## src/rtl/neuron_mac_ctrl.sv

```systemverilog
// Neuron dot-product sequencer: streams weight/input pairs through a shared
// external multiplier, accumulates the products, adds bias, then hands off the result.
module neuron_mac_ctrl #(
    parameter int INP_WIDTH  = 16,
    parameter int ACC_WIDTH  = 40,
    parameter int N_INPUTS   = 784,
    parameter int ADDR_WIDTH = 10
) (
    input  logic                          clk,
    input  logic                          rst_n,
    input  logic                          start,
    input  logic signed [INP_WIDTH-1:0]   bias,
    output logic                          busy,
    output logic                          mem_rd_en,
    output logic        [ADDR_WIDTH-1:0]  mem_addr,
    input  logic signed [INP_WIDTH-1:0]   w_data,
    input  logic signed [INP_WIDTH-1:0]   x_data,
    output logic signed [INP_WIDTH-1:0]   mult_a,
    output logic signed [INP_WIDTH-1:0]   mult_b,
    input  logic signed [2*INP_WIDTH-1:0] mult_out,
    output logic signed [ACC_WIDTH-1:0]   result,
    output logic                          result_valid,
    input  logic                          result_ready
);

    typedef enum logic [2:0] {IDLE, RUN, TAIL, BIAS, OUT} state_t;

    localparam logic [ADDR_WIDTH-1:0] LAST_ADDR = ADDR_WIDTH'(N_INPUTS - 1);

    state_t                        state;
    logic                          acc_en;
    logic signed [INP_WIDTH-1:0]   bias_q;
    logic signed [ACC_WIDTH-1:0]   acc;
    logic signed [ACC_WIDTH-1:0]   prod_ext;
    logic signed [ACC_WIDTH-1:0]   bias_ext;

    assign mult_a   = w_data;
    assign mult_b   = x_data;
    assign prod_ext = ACC_WIDTH'(mult_out);
    assign bias_ext = ACC_WIDTH'(bias_q);

    // acc_en trails mem_rd_en by the memory latency, so it is high exactly
    // while a fresh product sits on mult_out (RUN cycles 2..N plus TAIL).
    always_ff @(posedge clk) begin
        if (!rst_n) begin
            state        <= IDLE;
            acc_en       <= 1'b0;
            acc          <= '0;
            bias_q       <= '0;
            busy         <= 1'b0;
            mem_rd_en    <= 1'b0;
            mem_addr     <= '0;
            result       <= '0;
            result_valid <= 1'b0;
        end else begin
            acc_en <= mem_rd_en;
            if (acc_en)
                acc <= acc + prod_ext;

            case (state)
                IDLE: begin
                    if (start) begin
                        acc       <= '0;
                        bias_q    <= bias;
                        mem_addr  <= '0;
                        mem_rd_en <= 1'b1;
                        busy      <= 1'b1;
                        state     <= RUN;
                    end
                end
                RUN: begin
                    if (mem_addr == LAST_ADDR) begin
                        mem_rd_en <= 1'b0;
                        state     <= TAIL;
                    end else begin
                        mem_addr <= mem_addr + 1'b1;
                    end
                end
                TAIL: state <= BIAS;
                BIAS: begin
                    acc          <= acc + bias_ext;
                    result       <= acc + bias_ext;
                    result_valid <= 1'b1;
                    state        <= OUT;
                end
                OUT: begin
                    // A start arriving in the accept cycle is deliberately dropped.
                    if (result_ready) begin
                        result_valid <= 1'b0;
                        busy         <= 1'b0;
                        state        <= IDLE;
                    end
                end
                default: state <= IDLE;
            endcase
        end
    end

endmodule

```

## config.mk

```make
export PLATFORM = sky130hd
export DESIGN_NAME = neuron_mac_ctrl
export DESIGN_NICKNAME = d
export VERILOG_FILES = /design/src/rtl/neuron_mac_ctrl.sv
export SDC_FILE = /design/constraint.sdc
export NUM_CORES = 1
export LEC_CHECK = 0
export CAP_MARGIN = 20
export CORE_UTILIZATION = 35
export DETAILED_ROUTE_END_ITERATION = 7
export MAX_ROUTING_LAYER = met4
export PLACE_DENSITY_LB_ADDON = 0.3
export SLEW_MARGIN = 20
export SYNTH_ARGS = -nofsm -noshare
export SYNTH_HDL_FRONTEND = slang
export SYNTH_SLANG_ARGS = --single-unit
```

## constraint.sdc

```tcl
create_clock -name clk -period 5.2 [get_ports clk]
set_clock_uncertainty 0.15 [all_clocks]
set_input_delay 1.56 -clock clk [delete_from_list [all_inputs] [get_ports clk]]
set_output_delay 1.56 -clock clk [all_outputs]
set_load 0.03 [all_outputs]
```

==> metrics <==
status complete, but fails checks; failing checks DRC; Register Area 0.00226 mm²; synthesized area per cell 7.75 µm²; Synth async-reset ratio 0; most used flip-flop cell after synthesis dfxtp_1; worst setup margin 0.658 ns; Syn Nets 1278; Compound-Gate Fraction of Synth Area 0.272; worst slew pin tran 0.948 ns; met2 wire len 12.4 mm; mux contribution to synthesized area 0.0264; top sig layer met4; minimum hold slack 0.287 ns; Post-CTS Setup Bufs 0; Die Height 159 µm; Detailed Place HPWL 19.8 mm; Clock Tree Buf Depth 2; P per Cell Area 256 mW/mm²; Reg power frac 0.337; Final Slew Violations 0; EDFF count, synth 0; CP Launch Type input port; Starting Density 0.356; footprint of the multi-input gates 0.00588 mm²; Clk pwr share 0.504; synthesis-to-finish area growth 21.2%; initial antenna violation count 0; slew margin rel. 0.366; Critical Path AT 4.70 ns; final-layout fill cell count 2515; DRC Markers 2; DIE AREA 0.0253 mm²; clk root buf clkbuf_16; worst skew pair latency 0.43 ns; worst-path fanout max 4; Vias 8188; VDD IR-drop max 0.209 mV; H-tree levels 4; sequential fraction of the synthesis area 0.262; GP Congestion 0.948; synthesized cell area 0.00863 mm²; Worst Setup End Kind register; length of the first detailed-routing pass in iterations 7; CTS resizes 0; fin nets 1344; I/O Pins 169; CTS buffer count 17; layout cell share with drive strength beyond 1 0.0612; WL/cell 17.3 µm; largest net degree at the start of global routing 71; Simple-Gate Fraction of Synth Area 0.190; Synth Warn # 0; Remaining Overflow, GRT 0; Achievable Freq 0.220 GHz; P_leak 4.33 nW; Worst EP required 5.36 ns; Syn Inst Count 1113; DRT met1 WL 12.1 mm; Hold Vio Cnt, Final 0; diode count 0; number of synthesized register bits 113; input/output buffers 104; combinational fraction of design power 0.159; critical path class in -> reg; setup TNS 0 ns; HP Class reg -> reg; worst slack, placed 0.218 ns; Placed Area 0.00979 mm²; clk sinks 113; Worst-path clk slew 0.06 ns; final period utilization 0.873; DRT iter0 DRCs 483; Vias/cell 5.40; num rows 57; sw power 0.752 mW; post-synthesis cell type count 74; maxcap violations 0; largest family of logic cells by synthesized area compound AO/OA/AOI/OAI gates; unrepaired setup endpoints after global routing false; Tot GR Track Use 0.212; final setup fails 0; metal3 WL 1.18 mm; XOR/XNOR Fraction of Synth Area 0.0741; Adder-Cell Fraction of Synth Area 0.119; die extent in x 159 µm; first-pass GRT wire length 41.4 mm; Core ar. 0.0242 mm²; Routed WL 26.2 mm; CTS tree built; Internal 1.93 mW; cts hold-fix bufs 0; Min Clock Period, post-route 4.54 ns; vias in the first global route 7802; fin area 0.0105 mm²; switch share 0.281; post-route ant nets 0; total power 2.68 mW
[state kept, by name, summed over array words and instances (netlist names), 3 cells and up]
register  cells
mem_addr     10
state         3
result       40
bias_q       16
acc          40
[cell usage after synthesis, types with 4 or more instances]
cell	count	area share
inv_1	25	0.011
mux2i_1	16	0.019
a22oi_1	7	0.0061
and3_1	13	0.0094
clkbuf_1	35	0.015
xnor2_1	45	0.046
nand3_1	20	0.012
nor3_1	11	0.0064
o211ai_1	7	0.0061
or2_2	4	0.0029
a211oi_1	9	0.0078
and4_1	5	0.0051
and2_1	7	0.0051
nand2b_1	10	0.0073
dfxtp_1	113	0.26
xor2_1	28	0.028
o31ai_1	5	0.0044
nor2b_1	11	0.0080
a21oi_1	158	0.092
o22ai_1	6	0.0044
nand3b_1	5	0.0044
a21o_1	33	0.029
nor2_1	79	0.034
o21bai_1	10	0.0087
o21ai_1	16	0.0093
a22o_1	4	0.0041
buf_4	32	0.028
o21ai_0	41	0.024
ha_1	79	0.11
mux2_2	5	0.0065
o21a_1	13	0.011
or3_1	4	0.0029
nand2_1	171	0.074
a31oi_1	12	0.0087
nand4_1	13	0.0094
[worst max-delay path, cell delays in order]
cell and delay (ns):
clkdlybuf4s50_1 0.41, ha_1 0.23, fa_1 0.46, a211oi_2 0.28, o211ai_2 0.15, a221oi_4 0.35
o221ai_4 0.20, a31oi_4 0.29, o21a_2 0.21, o21ai_2 0.07, a221oi_2 0.25, xor2_1 0.16
o21ai_1 0.06
[worst paths after layout]
path | from | endpoint | slack, ns | cells after the start
hold reg to reg | result[27] | result[27] | 0.29 | 2
setup reg to reg | acc[0] | acc[36] | 1.32 | 13
hold / removal | result[27] | result[27] | 0.29 | 2
setup / recovery | mult_out[0] | acc[32] | 0.66 | 13
[logic make-up (layout without fill, tap and decap cells)]
| family | Yosys count | in the layout |
|---|---|---|
| adder cells (fa/ha/maj) | 81 | 81 |
| AND/OR/NAND/NOR | 363 | 363 |
| XOR/XNOR | 73 | 73 |
| flip-flops | 113 | 113 |
| AO/OA/AOI/OAI | 365 | 365 |
| buffers and inverters | 96 | 175 |
| multiplexers | 22 | 22 |
[cell usage in the layout (no fill, tap or decap), types with 10 or more instances in the layout]
| master | count |
|---|---|
| nand2_1 | 171 |
| a21oi_1 | 158 |
| dfxtp_1 | 113 |
| clkdlybuf4s50_1 | 104 |
| ha_1 | 79 |
| nor2_1 | 78 |
| xnor2_1 | 45 |
| o21ai_0 | 41 |
| a21o_1 | 33 |
| xor2_1 | 28 |
| inv_1 | 24 |
| nand3_1 | 20 |
| clkbuf_16 | 17 |
| mux2i_1 | 16 |
| o21ai_1 | 16 |
| nand4_1 | 13 |
| and3_1 | 13 |
| o21a_1 | 13 |
| buf_4 | 13 |
| a31oi_1 | 12 |
| nor3_1 | 11 |
| nor2b_1 | 11 |
| nand2b_1 | 10 |
| o21bai_1 | 10 |
[cell type report]
class                           count  share of cell area
Inverter                           26             0.00933
Multi-Input combinational cell    904               0.563
Sequential cell                   113               0.216
Timing Repair Buffer              117               0.109
Clock inverter                     15              0.0232
Clock buffer                       17              0.0407
Tap cell                          324              0.0388
[power by group through the flow]
stage	Combinational, mW	Sequential [mW]	Clock (mW)
final	0.425	0.905	1.35
after detailed placement	0.419	0.924	0
after CTS	0.422	0.905	1.37
after global routing	0.466	0.907	1.42
after global placement	0.416	0.924	0
after floorplan	0.327	0.926	0
[stage by stage]
stage,std cells,utilization
2_1_floorplan,1113,-
3_3_place_gp,1484,0.404
3_5_place_dp,1484,0.404
4_1_cts,1516,0.431
5_1_grt,1516,0.431
6_report,1516,0.431
[metal layers]
layer | up-vias | global-route usage
met2 | 196 | 0.347
met5 | - | -
met4 | 0 | 0.0699
met1 | 3828 | 0.266
met3 | 35 | 0.0352
li1 | 4129 | -
(Power assumes the default switching activity.)
